--- config.mk ---
export PLATFORM = sky130hd
export DESIGN_NAME = accel_mc_top
export DESIGN_NICKNAME = d
export VERILOG_FILES = /design/src/rtl/accel_mc_pkg.sv /design/src/rtl/accel_mc_engine.sv /design/src/rtl/accel_mc_top.sv
export SDC_FILE = /design/constraint.sdc
export NUM_CORES = 1
export LEC_CHECK = 0
export BUFFER_PORTS_ARGS = -buffer_cell sky130_fd_sc_hd__clkbuf_2
export CAP_MARGIN = 15
export CORE_UTILIZATION = 45
export CTS_BUF_LIST = sky130_fd_sc_hd__clkbuf_8
export DETAILED_ROUTE_END_ITERATION = 10
export SLEW_MARGIN = 5
export SYNTH_ARGS = -nofsm -noshare
export SYNTH_HDL_FRONTEND = slang
export SYNTH_SLANG_ARGS = --single-unit
--- constraint.sdc ---
create_clock -name wb_clk_i -period 3.4 [get_ports wb_clk_i]
set_input_delay 0 -clock wb_clk_i [delete_from_list [all_inputs] [get_ports wb_clk_i]]
set_output_delay 0 -clock wb_clk_i [all_outputs]
set_load 0.01 [all_outputs]
--- src/rtl/accel_mc_pkg.sv ---
// Shared types and register map for the multi-channel arithmetic accelerator.
package accel_mc_pkg;

    typedef enum logic [1:0] {
        OP_ADD    = 2'd0,
        OP_SUB    = 2'd1,
        OP_SATADD = 2'd2,
        OP_MUL    = 2'd3
    } op_e;

    typedef enum logic [1:0] {
        ST_IDLE,
        ST_GRANT,
        ST_EXEC,
        ST_WB
    } eng_state_e;

    // Byte offsets within a channel page (0x00-0x7F) and within the global page (0x80-0x8F)
    localparam logic [3:0] OFF_A      = 4'h0;
    localparam logic [3:0] OFF_B      = 4'h4;
    localparam logic [3:0] OFF_CTRL   = 4'h8;
    localparam logic [3:0] OFF_RESULT = 4'hC;
    localparam logic [3:0] OFF_DONE   = 4'h0;
    localparam logic [3:0] OFF_IRQ_EN = 4'h4;
    localparam logic [3:0] OFF_OVF    = 4'h8;
    localparam logic [3:0] OFF_ID     = 4'hC;
    localparam logic [3:0] GLB_PAGE   = 4'h8;

    localparam int unsigned CTRL_START_BIT = 8;
    localparam int unsigned CTRL_PEND_BIT  = 9;

    localparam logic [7:0] ID_MAGIC = 8'hAC;
    localparam logic [7:0] ID_REV   = 8'h01;

    function automatic logic [31:0] id_word(input int unsigned num_ch, input int unsigned data_w);
        return {ID_MAGIC, num_ch[7:0], data_w[7:0], ID_REV};
    endfunction

endpackage

--- src/rtl/accel_mc_engine.sv ---
// Shared sequential engine: round-robin grant over pending channels, 1-cycle ADD/SUB/SATADD,
// DATA_W-cycle shift-add MUL, one-cycle completion strobe carrying the channel index.
module accel_mc_engine
    import accel_mc_pkg::*;
#(
    parameter int unsigned DATA_W = 16,
    parameter int unsigned NUM_CH = 4,
    parameter int unsigned CH_W   = 2
) (
    input  logic              clk,
    input  logic              rst_n,
    input  logic [NUM_CH-1:0] pending,
    input  logic [DATA_W-1:0] a_regs  [NUM_CH],
    input  logic [DATA_W-1:0] b_regs  [NUM_CH],
    input  op_e               op_regs [NUM_CH],
    output logic              done,
    output logic [CH_W-1:0]   done_ch,
    output logic [DATA_W-1:0] result,
    output logic              ovf
);

    localparam int unsigned CNT_W = $clog2(DATA_W);

    eng_state_e          state_q, state_d;
    logic [CH_W-1:0]     ptr_q, gnt_q, sel;
    op_e                 op_q;
    logic [2*DATA_W-1:0] a_sh, acc;
    logic [DATA_W-1:0]   b_sh;
    logic [CNT_W-1:0]    cnt_q;
    logic                ovf_q;
    logic [DATA_W:0]     sum, diff;

    // First pending channel at or after the round-robin pointer
    always_comb begin
        int unsigned j;
        logic found;
        sel   = ptr_q;
        found = 1'b0;
        j     = 0;
        for (int unsigned i = 0; i < NUM_CH; i++) begin
            j = 32'(ptr_q) + i;
            if (j >= NUM_CH) j = j - NUM_CH;
            if (!found && pending[j]) begin
                sel   = CH_W'(j);
                found = 1'b1;
            end
        end
    end

    always_comb begin
        sum  = {1'b0, a_sh[DATA_W-1:0]} + {1'b0, b_sh};
        diff = {1'b0, a_sh[DATA_W-1:0]} - {1'b0, b_sh};
    end

    always_comb begin
        state_d = state_q;
        case (state_q)
            ST_IDLE:  if (|pending) state_d = ST_GRANT;
            ST_GRANT: state_d = ST_EXEC;
            ST_EXEC:  if (op_q != OP_MUL || cnt_q == CNT_W'(DATA_W - 1)) state_d = ST_WB;
            ST_WB:    state_d = ST_IDLE;
            default:  state_d = ST_IDLE;
        endcase
    end

    always_ff @(posedge clk or negedge rst_n) begin
        if (!rst_n) begin
            state_q <= ST_IDLE;
            ptr_q   <= '0;
            gnt_q   <= '0;
            op_q    <= OP_ADD;
            a_sh    <= '0;
            b_sh    <= '0;
            acc     <= '0;
            cnt_q   <= '0;
            ovf_q   <= 1'b0;
        end else begin
            state_q <= state_d;
            case (state_q)
                ST_GRANT: begin
                    gnt_q <= sel;
                    op_q  <= op_regs[sel];
                    a_sh  <= {{DATA_W{1'b0}}, a_regs[sel]};
                    b_sh  <= b_regs[sel];
                    acc   <= '0;
                    cnt_q <= '0;
                    ovf_q <= 1'b0;
                end
                ST_EXEC: begin
                    case (op_q)
                        OP_ADD: begin
                            acc   <= {{DATA_W{1'b0}}, sum[DATA_W-1:0]};
                            ovf_q <= sum[DATA_W];
                        end
                        OP_SUB: begin
                            acc   <= {{DATA_W{1'b0}}, diff[DATA_W-1:0]};
                            ovf_q <= diff[DATA_W];
                        end
                        OP_SATADD: begin
                            acc   <= {{DATA_W{1'b0}}, (sum[DATA_W] ? {DATA_W{1'b1}} : sum[DATA_W-1:0])};
                            ovf_q <= sum[DATA_W];
                        end
                        default: begin
                            if (b_sh[0]) acc <= acc + a_sh;
                            a_sh  <= a_sh << 1;
                            b_sh  <= b_sh >> 1;
                            cnt_q <= cnt_q + CNT_W'(1);
                        end
                    endcase
                end
                ST_WB: ptr_q <= (gnt_q == CH_W'(NUM_CH - 1)) ? '0 : gnt_q + CH_W'(1);
                default: ;
            endcase
        end
    end

    assign done    = (state_q == ST_WB);
    assign done_ch = gnt_q;
    assign result  = acc[DATA_W-1:0];
    assign ovf     = (op_q == OP_MUL) ? |acc[2*DATA_W-1:DATA_W] : ovf_q;

endmodule

--- src/rtl/accel_mc_top.sv ---
// Wishbone slave front end: address decode, per-channel register sets, DONE/OVF/IRQ_EN and read mux.
module accel_mc_top
    import accel_mc_pkg::*;
#(
    parameter int unsigned DATA_W = 16,
    parameter int unsigned NUM_CH = 4,
    parameter int unsigned ADR_W  = 8
) (
    input  logic             wb_clk_i,
    input  logic             wb_rst_i,
    input  logic             wb_cyc_i,
    input  logic             wb_stb_i,
    input  logic             wb_we_i,
    input  logic [3:0]       wb_sel_i,
    input  logic [2:0]       wb_cti_i,
    input  logic [1:0]       wb_bte_i,
    input  logic [ADR_W-1:0] wb_adr_i,
    input  logic [31:0]      wb_dat_i,
    output logic [31:0]      wb_dat_o,
    output logic             wb_ack_o,
    output logic             wb_err_o,
    output logic             wb_rty_o,
    output logic             int_o
);

    localparam int unsigned CH_W = (NUM_CH > 1) ? $clog2(NUM_CH) : 1;

    logic [DATA_W-1:0] a_q [NUM_CH];
    logic [DATA_W-1:0] b_q [NUM_CH];
    logic [DATA_W-1:0] res_q [NUM_CH];
    op_e               op_q [NUM_CH];
    logic [NUM_CH-1:0] pend_q, done_q, ovf_q, irq_en_q;

    logic              eng_done, eng_ovf;
    logic [CH_W-1:0]   eng_ch;
    logic [DATA_W-1:0] eng_result;

    logic [2:0]        adr_ch;
    logic [3:0]        adr_off;
    logic [CH_W-1:0]   ch;
    logic              in_ch, in_glb, req, dec_err, wr_fire;
    logic              wr_a, wr_b, wr_ctrl, irq_wr;
    logic [NUM_CH-1:0] done_clr, ovf_clr, start_mask, eng_mask;
    logic [31:0]       rdata;
    logic              unused_ok;

    assign adr_ch  = wb_adr_i[6:4];
    assign adr_off = {wb_adr_i[3:2], 2'b00};
    assign ch      = CH_W'(adr_ch);
    assign in_ch   = (wb_adr_i[ADR_W-1:7] == '0) && (32'(adr_ch) < NUM_CH);
    assign in_glb  = (wb_adr_i[ADR_W-1:4] == (ADR_W-4)'(GLB_PAGE));
    assign req     = wb_cyc_i & wb_stb_i & ~wb_ack_o & ~wb_err_o;
    assign wr_fire = req & ~dec_err & wb_we_i;

    always_comb begin
        dec_err  = 1'b1;
        rdata    = '0;
        wr_a     = 1'b0;
        wr_b     = 1'b0;
        wr_ctrl  = 1'b0;
        irq_wr   = 1'b0;
        done_clr = '0;
        ovf_clr  = '0;
        if (in_ch) begin
            // Operand/control writes to a channel still queued or running are refused
            case (adr_off)
                OFF_A: begin
                    dec_err = wb_we_i & pend_q[ch];
                    wr_a    = wb_we_i;
                    rdata   = 32'(a_q[ch]);
                end
                OFF_B: begin
                    dec_err = wb_we_i & pend_q[ch];
                    wr_b    = wb_we_i;
                    rdata   = 32'(b_q[ch]);
                end
                OFF_CTRL: begin
                    dec_err = wb_we_i & pend_q[ch];
                    wr_ctrl = wb_we_i;
                    rdata   = 32'(op_q[ch]) | (32'(pend_q[ch]) << CTRL_PEND_BIT);
                end
                OFF_RESULT: begin
                    dec_err = wb_we_i;
                    rdata   = 32'(res_q[ch]);
                end
                default: ;
            endcase
        end else if (in_glb) begin
            case (adr_off)
                OFF_DONE: begin
                    dec_err  = 1'b0;
                    done_clr = wb_we_i ? wb_dat_i[NUM_CH-1:0] : '0;
                    rdata    = 32'(done_q);
                end
                OFF_IRQ_EN: begin
                    dec_err = 1'b0;
                    irq_wr  = wb_we_i;
                    rdata   = 32'(irq_en_q);
                end
                OFF_OVF: begin
                    dec_err = 1'b0;
                    ovf_clr = wb_we_i ? wb_dat_i[NUM_CH-1:0] : '0;
                    rdata   = 32'(ovf_q);
                end
                OFF_ID: begin
                    dec_err = wb_we_i;
                    rdata   = id_word(NUM_CH, DATA_W);
                end
                default: ;
            endcase
        end
    end

    assign start_mask = (wr_fire && wr_ctrl && wb_dat_i[CTRL_START_BIT]) ? (NUM_CH'(1) << ch) : '0;
    assign eng_mask   = eng_done ? (NUM_CH'(1) << eng_ch) : '0;

    always_ff @(posedge wb_clk_i or negedge wb_rst_i) begin
        if (!wb_rst_i) begin
            wb_ack_o <= 1'b0;
            wb_err_o <= 1'b0;
            wb_dat_o <= '0;
        end else begin
            wb_ack_o <= req & ~dec_err;
            wb_err_o <= req & dec_err;
            if (req) wb_dat_o <= (!wb_we_i && !dec_err) ? rdata : '0;
        end
    end

    // Engine set terms are OR'd in last so they win over a same-cycle W1C
    always_ff @(posedge wb_clk_i or negedge wb_rst_i) begin
        if (!wb_rst_i) begin
            for (int unsigned i = 0; i < NUM_CH; i++) begin
                a_q[i]   <= '0;
                b_q[i]   <= '0;
                res_q[i] <= '0;
                op_q[i]  <= OP_ADD;
            end
            pend_q   <= '0;
            done_q   <= '0;
            ovf_q    <= '0;
            irq_en_q <= '0;
        end else begin
            if (wr_fire && wr_a)    a_q[ch]  <= wb_dat_i[DATA_W-1:0];
            if (wr_fire && wr_b)    b_q[ch]  <= wb_dat_i[DATA_W-1:0];
            if (wr_fire && wr_ctrl) op_q[ch] <= op_e'(wb_dat_i[1:0]);
            if (wr_fire && irq_wr)  irq_en_q <= wb_dat_i[NUM_CH-1:0];
            if (eng_done)           res_q[eng_ch] <= eng_result;
            pend_q <= (pend_q | start_mask) & ~eng_mask;
            done_q <= (done_q & ~(wr_fire ? done_clr : '0) & ~start_mask) | eng_mask;
            ovf_q  <= (ovf_q & ~(wr_fire ? ovf_clr : '0) & ~start_mask) | (eng_ovf ? eng_mask : '0);
        end
    end

    accel_mc_engine #(
        .DATA_W (DATA_W),
        .NUM_CH (NUM_CH),
        .CH_W   (CH_W)
    ) u_engine (
        .clk     (wb_clk_i),
        .rst_n   (wb_rst_i),
        .pending (pend_q),
        .a_regs  (a_q),
        .b_regs  (b_q),
        .op_regs (op_q),
        .done    (eng_done),
        .done_ch (eng_ch),
        .result  (eng_result),
        .ovf     (eng_ovf)
    );

    assign int_o     = |(done_q & irq_en_q);
    assign wb_rty_o  = 1'b0;
    assign unused_ok = ^{wb_sel_i, wb_cti_i, wb_bte_i, wb_adr_i[1:0], wb_dat_i};

endmodule

Yosys cells after proc, flatten, opt, wreduce, memory -nomap -nowiden
Cells that the tools add are included.
- register bits after elaboration: 343
- input port bits: 54
- output and inout port bits: 36
- logic and storage cells: 237
- $add $sub $neg: 12
- order comparisons: 15
- equal/unequal tests: 18
- shift operators: 2
- multiplexer cells: 98
- bitwise gates (word level): 28
- reductions and logical operators: 32
- operators with widths (cell ; count):
    two-way mux 32 bit ; 9
    two-way mux 16 bit ; 14
    bitwise mux 64 bit ; 3
    binary-select mux 16 bit (select 2 bit) ; 5
    < comparator 32 x 3 -> 1 bit, second input constant ; 4
    one-hot mux 32 bit (2 select lines) ; 2
    one-hot mux 32 bit (4 select lines) ; 1
    greater-or-equal comparator 32 x 3 -> 1 bit, second input constant ; 3
    one-hot mux 32 bit (3 select lines) ; 1
    subtractor 32 x 3 -> 32 bit, second input constant ; 3
    demux 16 bit (select 2 bit) ; 2
    one-hot mux 16 bit (4 select lines) ; 1
    two-way mux 4 bit ; 13
    adder 32 bit ; 1
    one-hot mux 16 bit (2 select lines) ; 1
    bitwise AND 4 bit ; 6
    two-way mux 2 bit ; 12
    two-way mux 1 bit ; 19
    adder 16 x 16 -> 17 bit ; 1
    subtractor 16 x 16 -> 17 bit ; 1
    NOT 4 bit ; 4
    OR reduction 16 bit ; 1
    equality test 2 bit, second input constant ; 7
    logical AND 1 bit ; 12
    38 further kinds ; 79

Logic depth before layout (Yosys ltp)
Gate-level depths: netlist of the first run.
- depth in word-level cells: 19
- mapped depth: 14
- gate-level depth less buffers: 13

Cells and area by module
A second synthesis of the first run with hierarchy kept.
- cell total of the unflattened synthesis: 1914
- area, all modules: 19825.3 um2
- by module, submodules not included (module ; times used ; cells each ; area an instance (um2) ; seq. area each (um2)):
    accel_mc_top ; 1 ; 794 ; 11083.1 ; 5880.6
    accel_mc_engine ; 1 ; 1120 ; 8742.1 ; 2327.2

Least setup slack after synthesis of the first run
OpenSTA, ideal clock, no wires.
- kind: flip-flop to flip-flop
- start: register u_engine.acc[0]
- end: register u_engine.acc[30]
- library setup time: 0.092 ns
- arrival time: 2.731 ns
- data required time: 3.308 ns
- setup slack: 0.577 ns
- cell stages (with the launch flop): 13
- buffers on the path: 0
- clock period less this slack: 2.823 ns
- path through: dfrtp_1 -> ha_1 -> fa_1 -> a211oi_2 -> o21ai_1 -> a21oi_2 -> o21ai_1 -> a21oi_2 -> o21ai_2 -> a41o_1 -> a211oi_1 -> a41oi_1 -> o31ai_2
- word-level cells in the longest chain between the ends: 4
- RTL lines (what ; line ; text):
    start, declared ; accel_mc_engine.sv:27 ; logic [2*DATA_W-1:0] a_sh, acc;
    start signal, assigned ; accel_mc_engine.sv:92 ; acc <= {{DATA_W{1'b0}}, sum[DATA_W-1:0]};
    start signal, assigned ; accel_mc_engine.sv:96 ; acc <= {{DATA_W{1'b0}}, diff[DATA_W-1:0]};
    start signal, assigned ; accel_mc_engine.sv:100 ; acc <= {{DATA_W{1'b0}}, (sum[DATA_W] ? {DATA_W{1'b1}} : sum[DATA_W-1:0])};
    adder 32 bit ; accel_mc_engine.sv:104 ; if (b_sh[0]) acc <= acc + a_sh;
    two-way mux 32 bit ; accel_mc_engine.sv:104 ;
    one-hot mux 32 bit (3 select lines) ; accel_mc_engine.sv:90 ; case (op_q)
    one-hot mux 32 bit (2 select lines) ; accel_mc_engine.sv:79 ; case (state_q)
Every way passes these cells. The select of a mux whose other input is x is not followed.
A chain may end at the register's enable or synchronous reset.

Worst setup path after layout of the first run
- start: register u_engine.a_sh[0]
- end: register u_engine.ovf_q
- word-level cells in the longest chain between the ends: 3
- elaborated cells on any way between the ends: 4
- RTL lines (what ; line ; text):
    start, declared ; accel_mc_engine.sv:27 ;
    start signal, assigned ; accel_mc_engine.sv:83 ; a_sh <= {{DATA_W{1'b0}}, a_regs[sel]};
    start signal, assigned ; accel_mc_engine.sv:105 ; a_sh <= a_sh << 1;
    adder 16 x 16 -> 17 bit or subtractor 16 x 16 -> 17 bit (tied branches) ; accel_mc_engine.sv:51, accel_mc_engine.sv:52 ;
    one-hot mux 1 bit (2 select lines) * ; accel_mc_engine.sv:90 ;
    one-hot mux 1 bit (2 select lines) * ; accel_mc_engine.sv:79 ;
    end signal, assigned ; accel_mc_engine.sv:93 ; ovf_q <= sum[DATA_W];
    end signal, assigned ; accel_mc_engine.sv:97 ; ovf_q <= diff[DATA_W];
    end signal, assigned ; accel_mc_engine.sv:101 ; ovf_q <= sum[DATA_W];
    end, declared ; accel_mc_engine.sv:30 ; logic ovf_q;
Mark *: on every way between the ends. The rest lies on a longest branch, timed or not.

==> results by group, run 1 <==
Floorplan
  • Die area: between 40000 and 50000 µm²
  • Die height: 208 µm
  • Core area: about 42000 µm²
  • Starting Density: 0.455
  • Die boundary width: 208 µm
  • Row count: between 70 and 80
  • Top Ports: 90

Synthesis
  • Mapped Area: ~19000 µm²
  • Post-synthesis async set-or-reset flop share: 1.00
  • Sequential share of the synthesized area: 0.431
  • Synth top area share: 0.431
  • Synth warn: 0
  • Biggest area consumer among synthesized cells: dfrtp_1
  • Post-synth EDFFs: 0
  • Dominant synthesized flop cell: dfrtp_1
  • Top area cells in the synthesized netlist: dfrtp_1 (43%), mux2_2 (12%), mux4_2 (6.4%)
  • Syn Inst Count: between 1500 and 2000
  • Synth cell types: 86
  • Synthesis-stage register bit count: 328
  • Avg Cell Area, Syn: 10.4 µm²

Job
  • MaxCap Viol Count: 0

Cells and area
  • Most common cell after layout, fill and taps aside: dfrtp_1
  • Post-route cell area: approximately 21000 µm²
  • Finished Core Util: 0.512
  • Most frequent cells in the layout: dfrtp_1 (328), nand2_1 (310), mux2_2 (207), nand3_1 (122), o21ai_0 (82)
  • FILL cells: roughly 3800
  • Nets@finish: 2037
  • Fin cells: ~2500
  • ANT cells: 0
  • Share of layout cells above drive strength 1: 0.254
  • Layout area overhead: 12.4%

Routing
  • Via-to-Cell Ratio: ~6
  • Vias: 14500
  • Routed WL per cell: 21.2 µm
  • First-pass DRT Iterations: 5
  • Post-Route WL: 52700 µm
  • ANT nets after route: 0
  • Number of remaining DRC errors: 0
  • DR iter-0 viols: around 1100

Placed design
  • Hpwl dp: between 30000 and 40000 µm
  • IO Port Bufs: 50
  • Final Wtd Congestion: 0.910
  • Placed Cells: between 2000 and 2500
  • Area after DPL: 19900 µm²

Global routing
  • Pin count of the biggest net entering global routing: 82
  • Initial antenna violation count: 4
  • First-pass GRT wire length: around 84000 µm
  • Total gr overflow: 0
  • GRT Util Overall: 0.249
  • Vias in the first global route: ~15000

Timing
  • Endpoints failing hold: 0
  • Worst slew margin: 0.328
  • RSZ-0062 raised after global routing: no
  • Endpoints failing setup: 0
  • Tightest Pin Transition: a little over 1000 ps
  • Final Max Slew Viols: 0
  • Fmax: about 320 MHz
  • Setup TNS Final: 0 ps
  • Worst Skew: between 15 and 20 ps
  • Final Cycle Share: 0.930
  • Tmin final: 3160 ps

Pwr
  • Leak: a little over 10 nW
  • Cell Pwr Density: ~750 nW/µm²
  • Overall power: roughly 16 mW
  • Maximum vdd ir drop: 0.000391 V

Setup path
  • Maximum net fanout on the critical path: 5
  • Cells along the critical path: ha_1 -> inv_1 -> fa_1 -> o21bai_1 -> a21oi_1 -> o211ai_1 -> a221oi_2 -> o31a_1 -> o21ai_2 -> and2_1 -> a21oi_1 -> a31oi_1 -> a21o_1
  • Req. time, crit path: 3980 ps
  • Critical-path top delay cell: dfrtp_1
  • CP Buf/Inv Count: 1
  • Arrival time worst endpoint: ~3800 ps
  • Reg2reg path depth: 13
  • CP peak stage delay: roughly 430 ps
  • Crit-path most repeated cell: a21oi_1
  • CP startpoint kind: flop
  • R2R Path Start: u_engine.a_sh[0]
  • WS Path Type: flop to flop
  • CP delay by family, top: compound AO/OA/AOI/OAI gates
  • RR Endpoint: u_engine.ovf_q
  • Critical path capture point type: flop
  • R2r setup slk: approximately 240 ps

CTS
  • TritonCTS clock tree: done
  • Clock Pin Slew Worst Setup and Hold Paths: around 60 ps
  • CTS Sinks: ~330
  • CTS Buf Count: 59
  • Clk buf depth: 3
  • H-tree levels: 2
  • Clock Tree Root: clkbuf_8
  • Worst-skew pair later-pin latency: about 650 ps

Run status
  • Status: completed

Min path
  • HP Class: input pin to async pin
[where the power goes]
| part | switching [mW] | internal (mW) |
|---|---|---|
| Sequential | 0.629 | 4.57 |
| Combinational | 4.33 | 2.86 |
| Clock | 1.67 | 2.05 |
[cell families after synthesis]
kind of cell             count (synthesis)  share of synthesized area
multiplexers                           281                      0.197
AND/OR/NAND/NOR                        565                      0.133
adder cells (fa/ha/maj)                 75                     0.0504
AO/OA/AOI/OAI                          362                      0.130
other                                    1                   0.000197
flip-flops                             328                      0.431
buffers and inverters                  183                     0.0422
XOR/XNOR                                37                     0.0170
[cells in the mapped netlist, drive strengths merged (9+ instances only)]
cell type and instances:
a211oi 11, a21o 23, a21oi 76, a22o 22
a311oi 15, a31oi 32, buf 50, clkbuf 76
dfrtp 328, ha 72, inv 57, mux2 207
mux2i 20, mux4 54, nand2 316, nand2b 13
nand3 123, nor2 43, nor2b 19, nor3 13
o211a 14, o21ai 88, o21bai 11, o31ai 9
xnor2 27, xor2 10
[worst min-delay path, stage by stage]
cell and delay [ps]:
dlygate4sd3_1 560, buf_8 220, buf_12 300
[metal layers]
layer / vias to the layer above / GRT usage / share of wire
met2: 407 / 0.387 / 0.46
met3: 80 / 0.0458 / 0.061
met5: - / 0 / 0
met1: 7274 / 0.352 / 0.46
met4: 0 / 0.0830 / 0.026
li1: 6753 / - / -
[through the flow]
stage	setup WS [ps]	hold slack, ps
after floorplan	577	-296
after global placement	242	66.2
after detailed placement	191	76.7
after CTS	177	19.7
after global routing	27.9	73.6
final	236	69.1
[flip-flops by register name, summed over array words and instances (netlist names), 2 cells and up]
signal            cells
u_engine.cnt_q        4
b_q                  64
u_engine.done_ch      2
ovf_q                 4
pend_q                4
u_engine.acc         32
op_q                  8
res_q                64
a_q                  64
u_engine.a_sh        32
done_q                4
irq_en_q              4
wb_dat_o             17
u_engine.b_sh        16
u_engine.ptr_q        2
u_engine.state_q      2
u_engine.op_q         2
[cell type report]
type	instances	area, µm²	area share
clock buffer	79	1090	0.0507
clock inverter	20	96.3	0.00449
inverter	57	214	0.00998
multi-input combinational	1332	10100	0.473
sequential	328	8210	0.383
tap	539	674	0.0315
timing repair buffer	130	1020	0.0477
[repair_timing]
item                       CTS  global route
resized for setup            0             1
setup endpoints to repair    0             8
hold buffers                31             0
hold endpoints to repair   499             0
setup buffers                0             1
[worst max-delay path by stage]
stage,startpoint,end,slack [ps],depth (start not counted)
2_1_floorplan,u_engine.acc[0],u_engine.acc[30],580,12
3_3_place_gp,u_engine.a_sh[0],u_engine.acc[13],240,13
3_5_place_dp,u_engine.a_sh[0],u_engine.acc[13],190,13
4_1_cts,u_engine.a_sh[0],u_engine.acc[13],180,13
5_1_grt,u_engine.a_sh[0],u_engine.acc[13],30,13
6_report,u_engine.a_sh[0],u_engine.ovf_q,240,13
Power figures use the tool's default switching activity.
==> run 2, diff against run 1 <==
CTS_BUF_LIST = sky130_fd_sc_hd__clkbuf_4 sky130_fd_sc_hd__clkbuf_8   (was sky130_fd_sc_hd__clkbuf_8)
==> run 2 against run 1 <==
Final cell count unchanged. Count of clock-buffer cells in the layout increased by 10. Die area unchanged. Largest power group unchanged. Clock power increased by 3%.
==> results by group, run 2 (synthesized netlist as in run 1, its figures left out) <==
Run status
  • Status: completed

Cells and area
  • Largest regs: a_q x64, b_q x64, res_q x64
  • Area of the multi-input gates: roughly 10000 µm²
  • Layout area overhead: 12.6%
  • Nets@finish: ~2000
  • FILL cells: 3807
  • Most common cell after layout, fill and taps aside: dfrtp_1
  • Share of layout cells above drive strength 1: 0.259
  • Finished Core Util: 0.513
  • Reg area: just over 8000 µm²
  • ANT cells: 0
  • Most frequent cells in the layout: dfrtp_1 (328), nand2_1 (310), mux2_2 (207), nand3_1 (122), o21ai_0 (82)

Timing
  • Worst Skew: ~20 ps
  • RSZ-0062 raised after global routing: no
  • Setup TNS Final: 0 ps
  • Fmax: between 300 and 400 MHz
  • Tightest Pin Transition: about 1000 ps
  • Endpoints failing setup: 0
  • Final Max Slew Viols: 0
  • Final Cycle Share: 0.930
  • Worst slew margin: 0.323
  • Tmin final: approximately 3200 ps
  • Endpoints failing hold: 0
  • Setup ws final: about 240 ps

Setup path
  • CP delay by family, top: compound AO/OA/AOI/OAI gates
  • Crit-path most repeated cell: a21oi_1
  • Arrival time worst endpoint: between 3000 and 4000 ps
  • WS Path Type: flop to flop
  • CP Buf/Inv Count: 1
  • Req. time, crit path: about 4000 ps
  • Critical path capture point type: flop
  • Cells along the critical path: ha_1 -> inv_1 -> fa_1 -> o21bai_1 -> a21oi_1 -> o211ai_1 -> a221oi_2 -> o31a_1 -> o21ai_2 -> and2_1 -> a21oi_1 -> a31oi_1 -> a21o_1
  • Critical-path top delay cell: dfrtp_1
  • CP peak stage delay: 430 ps
  • Maximum net fanout on the critical path: 5
  • CP startpoint kind: flop

Routing
  • Post-Route WL: around 53000 µm
  • Routed WL per cell: 21.2 µm
  • First-pass DRT Iterations: 6
  • Via-to-Cell Ratio: 5.85
  • Number of remaining DRC errors: 0
  • DR iter-0 viols: ~1100
  • Vias: 14500
  • ANT nets after route: 0

Min path
  • HP Class: input pin to async pin

Placed design
  • Final Wtd Congestion: roughly 0.91
  • Hpwl dp: between 30000 and 40000 µm
  • Dpl ws: between 150 and 200 ps
  • IO Port Bufs: 50

Floorplan
  • Top Ports: 90
  • Die area: approximately 43000 µm²
  • Die boundary width: 208 µm
  • Core area: between 40000 and 50000 µm²
  • Starting Density: 0.455
  • Die height: roughly 210 µm
  • Row count: between 70 and 80

Global routing
  • Pin count of the biggest net entering global routing: between 80 and 90
  • First-pass GRT wire length: ~84000 µm
  • Total gr overflow: 0
  • Initial antenna violation count: 4
  • GRT Util Overall: 0.249
  • Vias in the first global route: roughly 15000

CTS
  • Worst-skew pair later-pin latency: roughly 650 ps
  • Clock Pin Slew Worst Setup and Hold Paths: about 60 ps
  • Clock Tree Root: clkbuf_8
  • Clk buf depth: 3
  • CTS Buf Count: 59
  • CTS Sinks: about 330
  • H-tree levels: 2
  • TritonCTS clock tree: done

Pwr
  • Flop pwr share: 0.321
  • Clock share of power: 0.236
  • Cell Pwr Density: 754 nW/µm²
  • Leak: slightly above 10 nW
  • Maximum vdd ir drop: between 0.0003 and 0.0004 V
  • Sw Share: 0.408
  • Overall power: about 16 mW
  • Net Switching: 6.60 mW
  • Int Power: 9.59 mW
  • Combinational power share: 0.443

Job
  • MaxCap Viol Count: 0
==> run 2: cell types whose count changed in the layout (fill, tap and decap cells not counted), sizes merged <==
cell,before,now
clkbuf,126,136
inv,68,58
==> run 2: metal layers <==
| metal | up-vias | wire length (µm) | track usage |
|---|---|---|---|
| met5 | - | 0 | 0 |
| li1 | 6751 | - | - |
| met4 | 0 | 1410 | 0.0830 |
| met1 | 7285 | 23800 | 0.352 |
| met3 | 90 | 3250 | 0.0449 |
| met2 | 423 | 24100 | 0.386 |
==> run 2: timing repair <==
action,4_1_cts,5_1_grt
endpoints found under the setup margin,0,8
hold buffers,31,0
endpoints found under the hold margin,499,0
gates resized for setup,0,1
buffers inserted,0,1
==> run 2: layout make-up <==
| cell class | count | share of cell area |
|---|---|---|
| Sequential cell | 328 | 0.382 |
| Tap cell | 539 | 0.0314 |
| Clock buffer | 89 | 0.0541 |
| Inverter | 57 | 0.00996 |
| Multi-Input combinational cell | 1332 | 0.472 |
| Timing Repair Buffer | 130 | 0.0477 |
| Clock inverter | 10 | 0.00274 |
==> run 2: per-stage QoR <==
step,std cells,area [µm²],hold slack [ps]
floorplan,1843,19100,-296
global placement,2354,19900,66.2
detailed placement,2354,19900,76.7
CTS,2484,21500,19.7
global route,2485,21500,73.6
finish,2485,21500,64.2
==> run 2: worst paths after layout <==
check	start	endpoint	slack [ps]	depth (start not counted)
setup reg to reg	u_engine.a_sh[0]	u_engine.ovf_q	240	13
hold / removal	wb_rst_i	u_engine.a_sh[26]	60	3
max in group asynchronous	wb_rst_i	a_q[41]	2950	3
min in group wb_clk_i	wb_cyc_i	ovf_q[1]	180	7
setup / recovery	u_engine.a_sh[0]	u_engine.ovf_q	240	13
hold reg to reg	wb_dat_o[3]	wb_dat_o[3]	480	2
==> run 2: worst register-to-register path, cell delays in order (launching register included) <==
cell	delay [ps]
dfrtp_1	430
ha_1	220
inv_1	60
fa_1	380
o21bai_1	170
a21oi_1	130
o211ai_1	300
a221oi_2	120
o31a_1	300
o21ai_2	260
and2_1	250
a21oi_1	60
a31oi_1	250
a21o_1	150
==> run 2: power by group through the flow <==
stage,Combinational [mW],Clock [mW],Sequential [mW]
CTS,7.12,3.94,5.18
global placement,7.00,0,5.20
global route,7.92,4.10,5.28
floorplan,5.11,0,5.03
finish,7.17,3.82,5.20
detailed placement,7.05,0,5.24
